$ cat config.mk
export PLATFORM = sky130hd
export DESIGN_NAME = drum_driver
export DESIGN_NICKNAME = d
export VERILOG_FILES = /design/src/rtl/drum_driver_pkg.sv /design/src/rtl/drum_driver_tick_counter.sv /design/src/rtl/drum_driver.sv
export SDC_FILE = /design/constraint.sdc
export NUM_CORES = 1
export LEC_CHECK = 0
export ABC_AREA = 1
export CORE_MARGIN = 2
export CORE_UTILIZATION = 60
export CTS_CLUSTER_DIAMETER = 150
export DETAILED_ROUTE_END_ITERATION = 12
export PLACE_DENSITY = 0.82
export SLEW_MARGIN = 20
export SYNTH_ARGS = -nofsm -noshare
export SYNTH_HDL_FRONTEND = slang
export SYNTH_SLANG_ARGS = --single-unit
$ cat constraint.sdc
create_clock -name clock -period 3.95 [get_ports clock]
set_input_delay 0.9875 -clock clock [delete_from_list [all_inputs] [get_ports clock]]
set_output_delay 0.9875 -clock clock [all_outputs]
set_load 0.05 [all_outputs]
$ cat src/rtl/drum_driver_pkg.sv
// Shared types for the drum driver: FSM state encoding, motor speed codes,
// tick counter width and the tick-count clamp helper.
package drum_driver_pkg;

    typedef enum logic [3:0] {
        IDLE,
        FILL,
        SOAK,
        AGIT_FWD,
        PAUSE_A,
        AGIT_REV,
        PAUSE_B,
        DRAIN,
        SPIN,
        BRAKE
    } state_t;

    localparam logic [1:0] SPEED_STOP    = 2'd0;
    localparam logic [1:0] SPEED_AGITATE = 2'd1;
    localparam logic [1:0] SPEED_MEDIUM  = 2'd2;
    localparam logic [1:0] SPEED_HIGH    = 2'd3;

    localparam int CNT_W = 16;

    // A zero-length phase still lasts one cycle.
    function automatic logic [CNT_W-1:0] ticks(input int n);
        return (n < 1) ? CNT_W'(1) : CNT_W'(n);
    endfunction

endpackage

$ cat src/rtl/drum_driver_tick_counter.sv
// Loadable down-counter that stops at zero; o_done flags the last cycle.
// Ports: clock, reset (async high), i_load, i_value -> o_done.
module tick_counter
    import drum_driver_pkg::*;
(
    input  logic             clock,
    input  logic             reset,
    input  logic             i_load,
    input  logic [CNT_W-1:0] i_value,
    output logic             o_done
);

    logic [CNT_W-1:0] r_count;

    always_ff @(posedge clock or posedge reset) begin
        if (reset)
            r_count <= '0;
        else if (i_load)
            r_count <= i_value;
        else if (r_count != '0)
            r_count <= r_count - CNT_W'(1);
    end

    assign o_done = (r_count == CNT_W'(1));

endmodule

$ cat src/rtl/drum_driver.sv
// Washing-machine drum driver: fill, soak, agitate, drain, spin, brake.
// Inputs: clock, reset (async high), lid, water_Intake, soak/wash/rinse/
// spin_Operation. Outputs (all registered): valve_Open, drain_Pump,
// door_Lock, motor_Enable, motor_Dir, motor_Speed[1:0].
// Build option: DRUM_DRIVER_SPIN_RAMP_EN ramps spin speed 1->2->3.
module drum_driver
    import drum_driver_pkg::*;
#(
    parameter int AGITATE_TICKS = 40,
    parameter int PAUSE_TICKS   = 10,
    parameter int DRAIN_TICKS   = 60,
    parameter int RAMP_TICKS    = 20,
    parameter int BRAKE_TICKS   = 16
) (
    input  logic       clock,
    input  logic       reset,
    input  logic       lid,
    input  logic       water_Intake,
    input  logic       soak_Operation,
    input  logic       wash_Operation,
    input  logic       rinse_Operation,
    input  logic       spin_Operation,
    output logic       valve_Open,
    output logic       drain_Pump,
    output logic       door_Lock,
    output logic       motor_Enable,
    output logic       motor_Dir,
    output logic [1:0] motor_Speed
);

    state_t           r_state;
    state_t           w_next;
    logic             w_wash;
    logic             w_load;
    logic             w_done;
    logic [CNT_W-1:0] w_ticks;

    logic       w_valve, w_pump, w_lock, w_en, w_dir;
    logic [1:0] w_speed;
    logic       r_valve, r_pump, r_lock, r_en, r_dir;
    logic [1:0] r_speed;
    logic [1:0] w_ramp;

    assign w_wash = wash_Operation | rinse_Operation;

    always_ff @(posedge clock or posedge reset) begin
        if (reset)
            r_state <= IDLE;
        else
            r_state <= w_next;
    end

    // BRAKE is exempt from the lid override so it can still time out.
    always_comb begin
        w_next = r_state;
        if (lid && r_state != IDLE && r_state != BRAKE) begin
            w_next = BRAKE;
        end else begin
            unique case (r_state)
                IDLE: begin
                    if (!lid) begin
                        if (spin_Operation)    w_next = DRAIN;
                        else if (w_wash)       w_next = AGIT_FWD;
                        else if (water_Intake) w_next = FILL;
                        else if (soak_Operation) w_next = SOAK;
                    end
                end
                FILL:
                    if (!water_Intake) w_next = IDLE;
                SOAK: begin
                    if (spin_Operation)       w_next = DRAIN;
                    else if (w_wash)          w_next = AGIT_FWD;
                    else if (water_Intake)    w_next = FILL;
                    else if (!soak_Operation) w_next = IDLE;
                end
                AGIT_FWD:
                    if (!w_wash)     w_next = BRAKE;
                    else if (w_done) w_next = PAUSE_A;
                PAUSE_A:
                    if (!w_wash)     w_next = IDLE;
                    else if (w_done) w_next = AGIT_REV;
                AGIT_REV:
                    if (!w_wash)     w_next = BRAKE;
                    else if (w_done) w_next = PAUSE_B;
                PAUSE_B:
                    if (!w_wash)     w_next = IDLE;
                    else if (w_done) w_next = AGIT_FWD;
                DRAIN:
                    if (w_done) w_next = SPIN;
                SPIN:
                    if (!spin_Operation) w_next = BRAKE;
                BRAKE:
                    if (w_done) w_next = IDLE;
                default: w_next = IDLE;
            endcase
        end
    end

    // SPIN reloads its step timer; only the ramp build observes it.
    always_comb begin
        w_ticks = '0;
        unique case (w_next)
            AGIT_FWD, AGIT_REV: w_ticks = ticks(AGITATE_TICKS);
            PAUSE_A, PAUSE_B:   w_ticks = ticks(PAUSE_TICKS);
            DRAIN:              w_ticks = ticks(DRAIN_TICKS);
            SPIN:               w_ticks = ticks(RAMP_TICKS);
            BRAKE:              w_ticks = ticks(BRAKE_TICKS);
            default:            w_ticks = '0;
        endcase
    end

    assign w_load = (w_next != r_state)
                  || (r_state == SPIN && w_done);

    tick_counter u_tick (
        .clock   (clock),
        .reset   (reset),
        .i_load  (w_load),
        .i_value (w_ticks),
        .o_done  (w_done)
    );

`ifdef DRUM_DRIVER_SPIN_RAMP_EN
    logic [1:0] r_ramp;

    always_comb begin
        w_ramp = SPEED_STOP;
        if (w_next == SPIN) begin
            if (r_state != SPIN)
                w_ramp = SPEED_AGITATE;
            else if (w_done && r_ramp != SPEED_HIGH)
                w_ramp = r_ramp + 2'd1;
            else
                w_ramp = r_ramp;
        end
    end

    always_ff @(posedge clock or posedge reset) begin
        if (reset)
            r_ramp <= SPEED_STOP;
        else
            r_ramp <= w_ramp;
    end
`else
    assign w_ramp = SPEED_HIGH;
`endif

    // Outputs are decoded from the next state and registered alongside it.
    always_comb begin
        w_valve = 1'b0;
        w_pump  = 1'b0;
        w_en    = 1'b0;
        w_dir   = 1'b0;
        w_speed = SPEED_STOP;
        w_lock  = (w_next != IDLE) && (w_next != FILL);
        unique case (w_next)
            FILL:
                w_valve = water_Intake & ~lid;
            AGIT_FWD: begin
                w_en    = 1'b1;
                w_speed = SPEED_AGITATE;
            end
            AGIT_REV: begin
                w_en    = 1'b1;
                w_dir   = 1'b1;
                w_speed = SPEED_AGITATE;
            end
            DRAIN:
                w_pump = 1'b1;
            SPIN: begin
                w_pump  = 1'b1;
                w_en    = 1'b1;
                w_speed = w_ramp;
            end
            default: ;
        endcase
    end

    always_ff @(posedge clock or posedge reset) begin
        if (reset) begin
            r_valve <= 1'b0;
            r_pump  <= 1'b0;
            r_lock  <= 1'b0;
            r_en    <= 1'b0;
            r_dir   <= 1'b0;
            r_speed <= SPEED_STOP;
        end else begin
            r_valve <= w_valve;
            r_pump  <= w_pump;
            r_lock  <= w_lock;
            r_en    <= w_en;
            r_dir   <= w_dir;
            r_speed <= w_speed;
        end
    end

    assign valve_Open   = r_valve;
    assign drain_Pump   = r_pump;
    assign door_Lock    = r_lock;
    assign motor_Enable = r_en;
    assign motor_Dir    = r_dir;
    assign motor_Speed  = r_speed;

endmodule
==> key figures, run 1 <==
Synth
  • Post-Synth Adder-Cell Area: 1.38%
  • Mux contribution to synthesized area: 0%
  • Synth cell types: 29
  • Syn nets: 263
  • Mapped Area: 0.00182 mm²
  • Gate Count Post-Synth: 253
  • Syn Area/Cell: 7.19 µm²
  • Post-Synth Simple-Gate Area: 39.5%
  • Post-synthesis xor/xnor area fraction: 4.82%
  • FF+latch count, synth: 27
  • Synth Area in Compound Gates: 9.43%
  • Register area share after synthesis: 37.2%
  • Number of synthesis warnings: 0
  • Largest family of logic cells by synthesized area: simple AND/OR/NAND/NOR gates

Die
  • Core box area: 0.00283 mm²
  • DIE AREA: 0.00349 mm²
  • Die width: 59.0 µm
  • Die H: 59.0 µm
  • Rows: 19
  • IO Pins: 15
  • Initial Util: 64.3%

Routing
  • WL/cell: 11.5 µm
  • Final WL: 3440 µm
  • Routed Antenna Nets: 0
  • Via/cell ratio: 5.30
  • Met3 Wirelength: 185 µm
  • DRT iter0 DRCs: 106
  • Met2 wire length: 1440 µm
  • DRT met1 WL: 1780 µm
  • First-pass DRT Iterations: 4
  • Vias after detailed routing: 1,586
  • DR top layer: met4
  • Number of remaining DRC errors: 0

Setup path
  • Worst Path Arrival: 3220 ps
  • Critical Path Most Common Cell: nand2_1
  • Worst path required time: 4210 ps
  • Startpoint types: primary input
  • Worst Path Max Fanout: 21
  • Critical-path top delay cell: clkdlybuf4s50_1
  • Setup crit end kind: flop
  • CP delay by family, top: simple AND/OR/NAND/NOR gates
  • CP cell instances: clkdlybuf4s50_1 -> nor2_2 -> nand2_1 -> nand2_1 -> nand3_1 -> nand2_1 -> nand2_1 -> nand3b_1 -> nand2_2 -> nand2_1 -> nand2_1 -> nor2_2 -> nand2_2 -> nand2_1 -> a21oi_2
  • CP peak stage delay: 440 ps
  • CP bufs+invs: 1
  • Crit Path Class: in -> reg

STA
  • WHS: 567 ps
  • Final slew viol count: 0
  • Post-layout min period: 2960 ps
  • Final setup fails: 0
  • Slew HR: 64.1%
  • Tightest Pin Transition: 538 ps
  • Crit share post-route: 75.0%
  • Max Clock Skew: 15.5 ps
  • RSZ-0062 raised after global routing: false
  • Setup TNS: 0 ps
  • Final hold vios: 0
  • Fmax: 337 MHz

Power
  • Peak VDD IR: 0.612 mV
  • Leakage dissipation: 1.01 nW
  • PwrDens: 916 mW/mm²
  • Flop pwr share: 26.2%
  • Switch share: 54.5%
  • Clock network power share: 6.6%
  • Total power: 0.00183 W
  • P_int: 0.000833 W
  • Combinational Power Share: 67.2%
  • Sw power: 0.000998 W

Placement
  • IO buf count: 14
  • Cell Area, Placed: 0.00197 mm²
  • Routability cong.: 0.975
  • Post-DP HPWL: 2610 µm

Clock network
  • H-tree depth: 1
  • CTS resizes: 0
  • Sink Count: 27
  • CTS tree: built
  • Clk pin slew, worst setup/hold paths: 160 ps
  • TritonCTS Buffers: 3
  • Clock latency on the worst-skew pair: 330 ps
  • CTS hold repair buffers: 0
  • CTS Buffer Depth: 2
  • Setup bufs post-CTS: 0
  • CTS Root Cell: clkbuf_4

GRT
  • Tot GR Track Use: 22.0%
  • Gr ovfl total: 0
  • Largest net degree at the start of global routing: 28
  • Initial antenna violation count: 0
  • First-pass GRT wire length: 6000 µm
  • Vias in the first global route: 1,390

Worst hold path
  • HP Class: reg -> reg

Finish
  • Most common cell after layout, fill and taps aside: nand2_1
  • Synth-to-Final Area Change: 9.98%
  • Share of cells above drive strength 1: 16.0%
  • Antenna cell count: 0
  • Most frequent cells in the layout: nand2_1 (68), nor2_1 (39), dfrtp_1 (27)
  • Nets: 279
  • Fin area: 0.00200 mm²
  • Final Util: 70.7%

Flow run
  • Max cap viols: 0

Run status
  • Status: finished, final reports clean
-- final cells by class --
class                      count  area [µm²]
multi-input combinational    193        1000
fill                         208         830
sequential                    27         676
timing repair buffer          14         140
inverter                      30         113
tap                           31        38.8
clock buffer                   3        22.5
clock inverter                 1        7.51
-- path summary, 6_finish.rpt --
| kind | from | to | slack [ps] | depth (start not counted) |
|---|---|---|---|---|
| setup / recovery | rinse_Operation | u_tick.r_count[2]$_DFFE_PP0P_ | 990 | 15 |
| hold / removal | u_tick.r_count[15]$_DFFE_PP0P_ | u_tick.r_count[15]$_DFFE_PP0P_ | 570 | 2 |
| setup reg to reg | u_tick.r_count[13]$_DFFE_PP0P_ | u_tick.r_count[2]$_DFFE_PP0P_ | 1640 | 14 |
| hold reg to reg | u_tick.r_count[15]$_DFFE_PP0P_ | u_tick.r_count[15]$_DFFE_PP0P_ | 570 | 2 |
| max in group asynchronous | reset | motor_Speed[1]$_DFF_PP0_ | 2580 | 2 |
| min in group asynchronous | reset | door_Lock$_DFF_PP0_ | 1000 | 2 |
-- Yosys cell counts --
cell | number | share of area [%]
a21oi_1 | 7 | 1.9
a21oi_2 | 6 | 2.9
a31oi_1 | 1 | 0.34
buf_2 | 1 | 0.28
buf_6 | 2 | 1.2
clkinv_1 | 1 | 0.21
dfrtp_1 | 27 | 37
ha_1 | 2 | 1.4
inv_1 | 23 | 4.7
inv_2 | 6 | 1.2
nand2_1 | 68 | 14
nand2_2 | 6 | 2.1
nand3_1 | 14 | 3.9
nand3_2 | 4 | 2.2
nand3b_1 | 1 | 0.41
nand3b_4 | 1 | 1.1
nand4_1 | 7 | 2.4
nor2_1 | 39 | 8.1
nor2_2 | 8 | 2.8
nor2_4 | 1 | 0.62
nor3_1 | 4 | 1.1
nor3_2 | 1 | 0.55
o211ai_1 | 1 | 0.41
o21ai_0 | 6 | 1.7
o21ai_1 | 1 | 0.28
o21ai_2 | 4 | 1.9
or2_2 | 1 | 0.34
xnor2_1 | 2 | 0.96
xor2_1 | 8 | 3.9
-- power groups by stage --
stage / clock network [W] / registers, W / logic [W]
global route: 0.000135 / 0.000496 / 0.00139
floorplan: 0 / 0.000548 / 0.000981
detailed placement: 0 / 0.000485 / 0.00123
CTS: 0.000127 / 0.000479 / 0.00124
finish: 0.000121 / 0.000480 / 0.00123
global placement: 0 / 0.000484 / 0.00122
-- layer usage --
layer	global-route usage, %	vias to the layer above
met5	0	-
met3	3.06	4
met1	33.4	701
met4	5.84	0
li1	-	832
met2	33.2	49
-- worst reg2reg max path, stage by stage (launching register included) --
cell	delay, ps
dfrtp_1	440
nor2_2	180
nand2_1	110
nor2_2	120
nand2_2	140
nand2_1	90
nand2_1	50
nand3b_1	180
nand2_2	130
nand2_1	60
nand2_1	70
nor2_2	50
nand2_2	370
nand2_1	130
a21oi_2	130
-- metrics by stage --
stage	instances	setup slack (ps)
2_1_floorplan	253	1580
3_3_place_gp	295	717
3_5_place_dp	295	693
4_1_cts	299	1020
5_1_grt	299	798
6_report	299	987
-- state kept, by name, summed over array words and instances (netlist names) --
register	count
r_state	4
valve_Open	1
drain_Pump	1
motor_Dir	1
u_tick.r_count	16
motor_Speed	2
motor_Enable	1
door_Lock	1
-- kinds of logic (layout without fill, tap and decap cells) --
| logic type | after synthesis | after routing |
|---|---|---|
| simple gates | 155 | 155 |
| compound gates | 26 | 26 |
| xor+xnor | 10 | 10 |
| fa+ha+maj | 2 | 2 |
| buf+inv | 33 | 48 |
| flops | 27 | 27 |
(Power assumes the default switching activity.)
==> inputs of run 2 (changes only) <==
Settings changed: CORE_UTILIZATION 60 to 58, PLACE_DENSITY 0.82 to 0.8.
Clock period 3.95 ns to 3 ns, I/O delays scaled along.
==> key figures, run 2 (synthesis gave the netlist of run 1 again) <==
Worst hold path
  • HP Class: reg -> reg

Power
  • Leakage dissipation: 1.02 nW (+1.0%)
  • Sw power: 0.00134 W (+34%)
  • P_int: 0.00112 W (+34%)
  • Total power: 0.00246 W (+34%)
  • PwrDens: 1210 mW/mm² (+32%)
  • Combinational Power Share: 67.6% (+0.4 points)
  • Flop pwr share: 25.8% (-0.4 points)
  • Clock network power share: 6.6% (about the same)
  • Peak VDD IR: 0.881 mV (+44%)
  • Switch share: 54.5% (about the same)

Die
  • Initial Util: 60.0% (-4.2 points)
  • Die H: 60.0 µm (+1.6%)
  • Rows: 20 (+1)
  • DIE AREA: 0.00360 mm² (+3.2%)
  • Core box area: 0.00303 mm² (+7.0%)
  • IO Pins: 15 (unchanged)
  • Die width: 60.0 µm (+1.6%)

Finish
  • Largest register by flop count: u_tick.r_count
  • Share of cells above drive strength 1: 16.3% (+0.25 points)
  • Max reg flops: 16 (unchanged)
  • Synth-to-Final Area Change: 11.7%
  • # fillers: 260 (+25%)
  • Antenna cell count: 0 (unchanged)
  • Most frequent cells in the layout: nand2_1 (68), nor2_1 (39), dfrtp_1 (27)
  • Nets: 281 (+0.72%)
  • Fin area: 0.00203 mm² (+1.6%)
  • Most common cell after layout, fill and taps aside: nand2_1
  • Final std cells w/o fill: 314 (+5.0%)

GRT
  • Largest net degree at the start of global routing: 28 (unchanged)
  • Gr ovfl total: 0 (unchanged)
  • Tot GR Track Use: 23.2% (+1.2 points)
  • First-pass GRT wire length: 6470 µm (+7.8%)
  • Initial antenna violation count: 0 (unchanged)
  • Vias in the first global route: 1,518 (+9.2%)

Setup path
  • Setup slack, reg-to-reg: 760 ps (-880 ps)
  • Worst Path Max Fanout: 13 (-38%)
  • Worst Path Arrival: 2830 ps (-390 ps)
  • Startpoint types: primary input
  • Worst path required time: 3240 ps (-970 ps)
  • Setup crit end kind: flop
  • Crit Path Class: in -> reg

Routing
  • Final WL: 3530 µm (+2.6%)
  • WL/cell: 11.2 µm (-2.3%)
  • Number of remaining DRC errors: 0 (unchanged)
  • DRT iter0 DRCs: 61 (-42%)
  • Routed Antenna Nets: 0 (unchanged)
  • First-pass DRT Iterations: 4 (unchanged)
  • Via/cell ratio: 5.07 (-4.5%)
  • Vias after detailed routing: 1,591 (+0.32%)

Clock network
  • CTS Root Cell: clkbuf_4
  • CTS Buffer Depth: 2 (unchanged)
  • H-tree depth: 1 (unchanged)
  • CTS hold repair buffers: 0 (unchanged)
  • TritonCTS Buffers: 3 (unchanged)
  • Clk pin slew, worst setup/hold paths: 160 ps (about the same)
  • CTS tree: built
  • CTS resizes: 0 (unchanged)
  • Setup bufs post-CTS: 0 (unchanged)
  • Clock latency on the worst-skew pair: 330 ps (about the same)
  • Sink Count: 27 (unchanged)

STA
  • Final setup fails: 0 (unchanged)
  • Final WS setup: 415 ps (-572 ps)
  • Max Clock Skew: 12.7 ps (-2.79 ps)
  • Tightest Pin Transition: 508 ps (-30.7 ps)
  • Final slew viol count: 0 (unchanged)
  • Fmax: 387 MHz
  • Post-layout min period: 2580 ps
  • Setup TNS: 0 ps (unchanged)
  • Slew HR: 66.1% (+2.0 points)
  • Crit share post-route: 86.2%
  • Final hold vios: 0 (unchanged)
  • RSZ-0062 raised after global routing: false

Flow run
  • Max cap viols: 0 (unchanged)

Placement
  • DP Cell Count: 310 (+5.1%)
  • Cell Area, Placed: 0.00200 mm² (+1.6%)
  • Routability cong.: 0.929 (-4.7%)
  • Pre-CTS setup slack: 83.2 ps (-609 ps)
  • Post-DP HPWL: 2670 µm (+2.3%)
  • IO buf count: 14 (unchanged)

Run status
  • Status: finished, final reports clean
-- run 2: cell types whose count changed in the layout (fill, tap and decap cells not counted) --
cell | before | now
inv_1 | 22 | 23
inv_2 | 7 | 6
buf_4 | 0 | 2
-- run 2: metrics by stage --
step	util, %	hold WS (ps)
after global placement	66.1	522
after detailed placement	66.1	541
after floorplan	-	506
final	67.1	572
after CTS	67.1	578
after global routing	67.1	600
-- run 2: layout make-up --
| cell class | count | area, µm² | share of cell area, % |
|---|---|---|---|
| Sequential cell | 27 | 676 | 33.3 |
| Clock inverter | 1 | 7.51 | 0.370 |
| Multi-Input combinational cell | 193 | 1000 | 49.4 |
| Clock buffer | 3 | 22.5 | 1.11 |
| Tap cell | 44 | 55.1 | 2.71 |
| Timing Repair Buffer | 16 | 155 | 7.64 |
| Inverter | 30 | 113 | 5.55 |
-- run 2: power groups by stage --
stage	logic [W]	registers, W	clock network, W
2_1_floorplan	0.00129	0.000722	0
3_3_place_gp	0.00164	0.000639	0
3_5_place_dp	0.00165	0.000638	0
4_1_cts	0.00166	0.000631	0.000167
5_1_grt	0.00187	0.000649	0.000180
6_report	0.00166	0.000634	0.000163
-- run 2: final timing paths --
kind,startpoint,to,cells after the start
min in group asynchronous,reset,u_tick.r_count[0]$_DFFE_PP0P_,3
setup reg to reg,u_tick.r_count[12]$_DFFE_PP0P_,u_tick.r_count[15]$_DFFE_PP0P_,14
hold / removal,u_tick.r_count[15]$_DFFE_PP0P_,u_tick.r_count[15]$_DFFE_PP0P_,2
max in group asynchronous,reset,r_state[0]$_DFF_PP0_,3
setup / recovery,rinse_Operation,u_tick.r_count[15]$_DFFE_PP0P_,15
hold reg to reg,u_tick.r_count[15]$_DFFE_PP0P_,u_tick.r_count[15]$_DFFE_PP0P_,2
-- run 2: critical path, stage by stage --
cell	delay (ps)
clkdlybuf4s50_1	440
nor2_2	250
nand2_1	110
nand2_1	90
nand3_1	80
nand2_1	60
nand2_1	40
nand3b_1	180
nand2_2	140
nand2_1	60
nand2_1	70
nor2_2	50
nand2_2	160
buf_4	260
nor2_1	70
-- run 2: layer usage --
metal / vias up / global-route usage [%] / part of all wire (%)
met1: 703 / 32.3 / 50
met3: 6 / 3.25 / 4.6
met5: - / 0 / 0
met4: 0 / 8.57 / 1.1
li1: 838 / - / -
met2: 44 / 36.8 / 44
==> inputs of run 3 (changes only) <==
Settings changed: CORE_MARGIN 2 to 3.
==> key figures, run 3 (synthesis gave the netlist of run 1 again) <==
Power
  • PwrDens: 1220 mW/mm² (+0.95%)
  • Switch share: 53.6% (-0.97 points)
  • Flop pwr share: 25.6% (-0.2 points)
  • Sw power: 0.00133 W (-0.49%)
  • Clock network power share: 6.0% (-0.6 points)
  • Combinational Power Share: 68.3% (+0.7 points)
  • Peak VDD IR: 0.804 mV (-8.7%)
  • P_int: 0.00116 W (+3.5%)
  • Leakage dissipation: 1.03 nW (+0.93%)

Routing
  • DRT iter0 DRCs: 90 (+48%)
  • Final WL: 3600 µm (+2.0%)
  • Vias after detailed routing: 1,599 (+0.50%)
  • Number of remaining DRC errors: 0 (unchanged)
  • First-pass DRT Iterations: 4 (unchanged)
  • Routed Antenna Nets: 0 (unchanged)
  • WL/cell: 11.5 µm (+2.7%)
  • Via/cell ratio: 5.13 (+1.1%)

Clock network
  • Sink Count: 27 (unchanged)
  • H-tree depth: 1 (unchanged)
  • CTS hold repair buffers: 0 (unchanged)
  • CTS resizes: 0 (unchanged)
  • CTS Root Cell: clkbuf_4
  • Setup bufs post-CTS: 0 (unchanged)
  • Clock latency on the worst-skew pair: 320 ps (about the same)
  • CTS tree: built
  • Clk pin slew, worst setup/hold paths: 140 ps (-20 ps)
  • CTS Buffer Depth: 2 (unchanged)
  • TritonCTS Buffers: 3 (unchanged)

Finish
  • Most common cell after layout, fill and taps aside: nand2_1
  • Most frequent cells in the layout: nand2_1 (68), nor2_1 (39), dfrtp_1 (27)
  • Synth-to-Final Area Change: 12.1%
  • Fin area: 0.00204 mm² (+0.37%)
  • Max reg flops: 16 (unchanged)
  • Antenna cell count: 0 (unchanged)
  • Share of cells above drive strength 1: 16.3% (unchanged)
  • Largest register by flop count: u_tick.r_count
  • Nets: 281 (unchanged)

Placement
  • Routability cong.: 1.05 (+14%)
  • Post-DP HPWL: 2730 µm (+2.2%)
  • Cell Area, Placed: 0.00201 mm² (+0.50%)
  • Pre-CTS setup slack: 70.6 ps (-12.5 ps)
  • IO buf count: 14 (unchanged)

Die
  • Die H: 62.0 µm (+3.3%)
  • IO Pins: 15 (unchanged)
  • DIE AREA: 0.00384 mm² (+6.8%)
  • Core box area: 0.00288 mm² (-5.0%)
  • Initial Util: 63.2% (+3.2 points)
  • Die width: 62.0 µm (+3.3%)
  • Rows: 19 (-5.0%)

STA
  • Post-layout min period: 2600 ps (+11.3 ps)
  • Setup TNS: 0 ps (unchanged)
  • Final WS setup: 404 ps (-11.3 ps)
  • Final hold vios: 0 (unchanged)
  • Slew HR: 65.9% (-0.16 points)
  • Final setup fails: 0 (unchanged)
  • RSZ-0062 raised after global routing: false
  • Final slew viol count: 0 (unchanged)
  • Tightest Pin Transition: 510 ps (+2.37 ps)
  • Fmax: 385 MHz (-0.43%)
  • Crit share post-route: 86.5% (+0.38 points)
  • Max Clock Skew: 10.1 ps (-2.62 ps)

Worst hold path
  • HP Start: u_tick.r_count[15]$_DFFE_PP0P_
  • Worst Hold End: u_tick.r_count[15]$_DFFE_PP0P_
  • Hold path depth: 2 (unchanged)
  • HP Class: reg -> reg

Flow run
  • Max cap viols: 0 (unchanged)

Setup path
  • FF-to-FF Start: u_tick.r_count[12]$_DFFE_PP0P_
  • Critical-path top delay cell: clkdlybuf4s50_1
  • Reg-to-Reg End: u_tick.r_count[13]$_DFFE_PP0P_
  • CP cell instances: clkdlybuf4s50_1 -> nor2_2 -> nand2_1 -> nand2_1 -> nand3_1 -> nand2_1 -> nand2_1 -> nand3b_1 -> nand3_1 -> nand2_1 -> nor2_2 -> nand2_2 -> buf_12 -> nor3_2
  • CP peak stage delay: 440 ps (about the same)
  • Setup slack, reg-to-reg: 750 ps (about the same)
  • R2R cell count: 14 (unchanged)
  • Startpoint types: primary input
  • Critical Path Most Common Cell: nand2_1
  • Worst Path Arrival: 2850 ps (+20 ps)
  • Worst Path Max Fanout: 13 (unchanged)
  • Worst path required time: 3260 ps (+20 ps)
  • Setup crit end kind: flop
  • Critical Path Source: rinse_Operation
  • Crit Path Class: in -> reg

GRT
  • First-pass GRT wire length: 6070 µm (-6.2%)
  • Initial antenna violation count: 0 (unchanged)
  • Gr ovfl total: 0 (unchanged)
  • Tot GR Track Use: 21.1% (-2.1 points)
  • Largest net degree at the start of global routing: 28 (unchanged)
  • Vias in the first global route: 1,405 (-7.4%)

Run status
  • Status: finished, final reports clean
==> run 3: changes by cell type in the layout (fill, tap and decap cells not counted) <==
cell / before / now
clkinv_2: 0 / 1
buf_4: 2 / 1
clkinvlp_4: 1 / 0
buf_12: 0 / 1
==> run 3: through the flow <==
step | util (%) | hold slack (ps) | total power (W) | cells
final | 70.9 | 575 | 0.00249 | 312
after global routing | 70.9 | 623 | 0.00273 | 312
after CTS | 70.9 | 586 | 0.00250 | 312
after detailed placement | 69.9 | 551 | 0.00234 | 308
after global placement | 69.9 | 530 | 0.00233 | 308
after floorplan | - | 506 | 0.00201 | 253
==> run 3: how the worst max path moves through the flow <==
stage                                                end  slack (ps)  cells past startpoint
after global routing      u_tick.r_count[13]$_DFFE_PP0P_         210                     15
after floorplan            u_tick.r_count[2]$_DFFE_PP0P_         870                     14
after global placement     u_tick.r_count[4]$_DFFE_PP0P_         110                     15
after CTS                 u_tick.r_count[13]$_DFFE_PP0P_         420                     15
final                     u_tick.r_count[13]$_DFFE_PP0P_         400                     14
after detailed placement   u_tick.r_count[4]$_DFFE_PP0P_          70                     15
==> run 3: worst max-delay path, delay by kind of cell <==
kind / cells / cell delay [ps]
AND/OR/NAND/NOR: 12 / 1450
buffers and inverters: 2 / 660
==> run 3: power by group through the flow <==
stage	Clock (W)	Sequential (W)	Combinational (W)
finish	0.000150	0.000639	0.00170
CTS	0.000161	0.000637	0.00171
detailed placement	0	0.000641	0.00170
global placement	0	0.000643	0.00169
floorplan	0	0.000722	0.00129
global route	0.000173	0.000657	0.00190
==> run 3: cell type report <==
type	count	area [µm²]
multi-input combinational	193	1000
clock buffer	3	22.5
inverter	30	113
timing repair buffer	16	168
clock inverter	1	5.00
fill	231	838
tap	42	52.6
sequential	27	676
==> run 3: per-layer routing <==
metal | part of all wire, % | track usage (%) | up-vias
li1 | - | - | 836
met1 | 51 | 30.6 | 720
met2 | 43 | 32.4 | 38
met3 | 4.3 | 3.31 | 5
met4 | 1.2 | 6.67 | 0
met5 | 0 | 0 | -
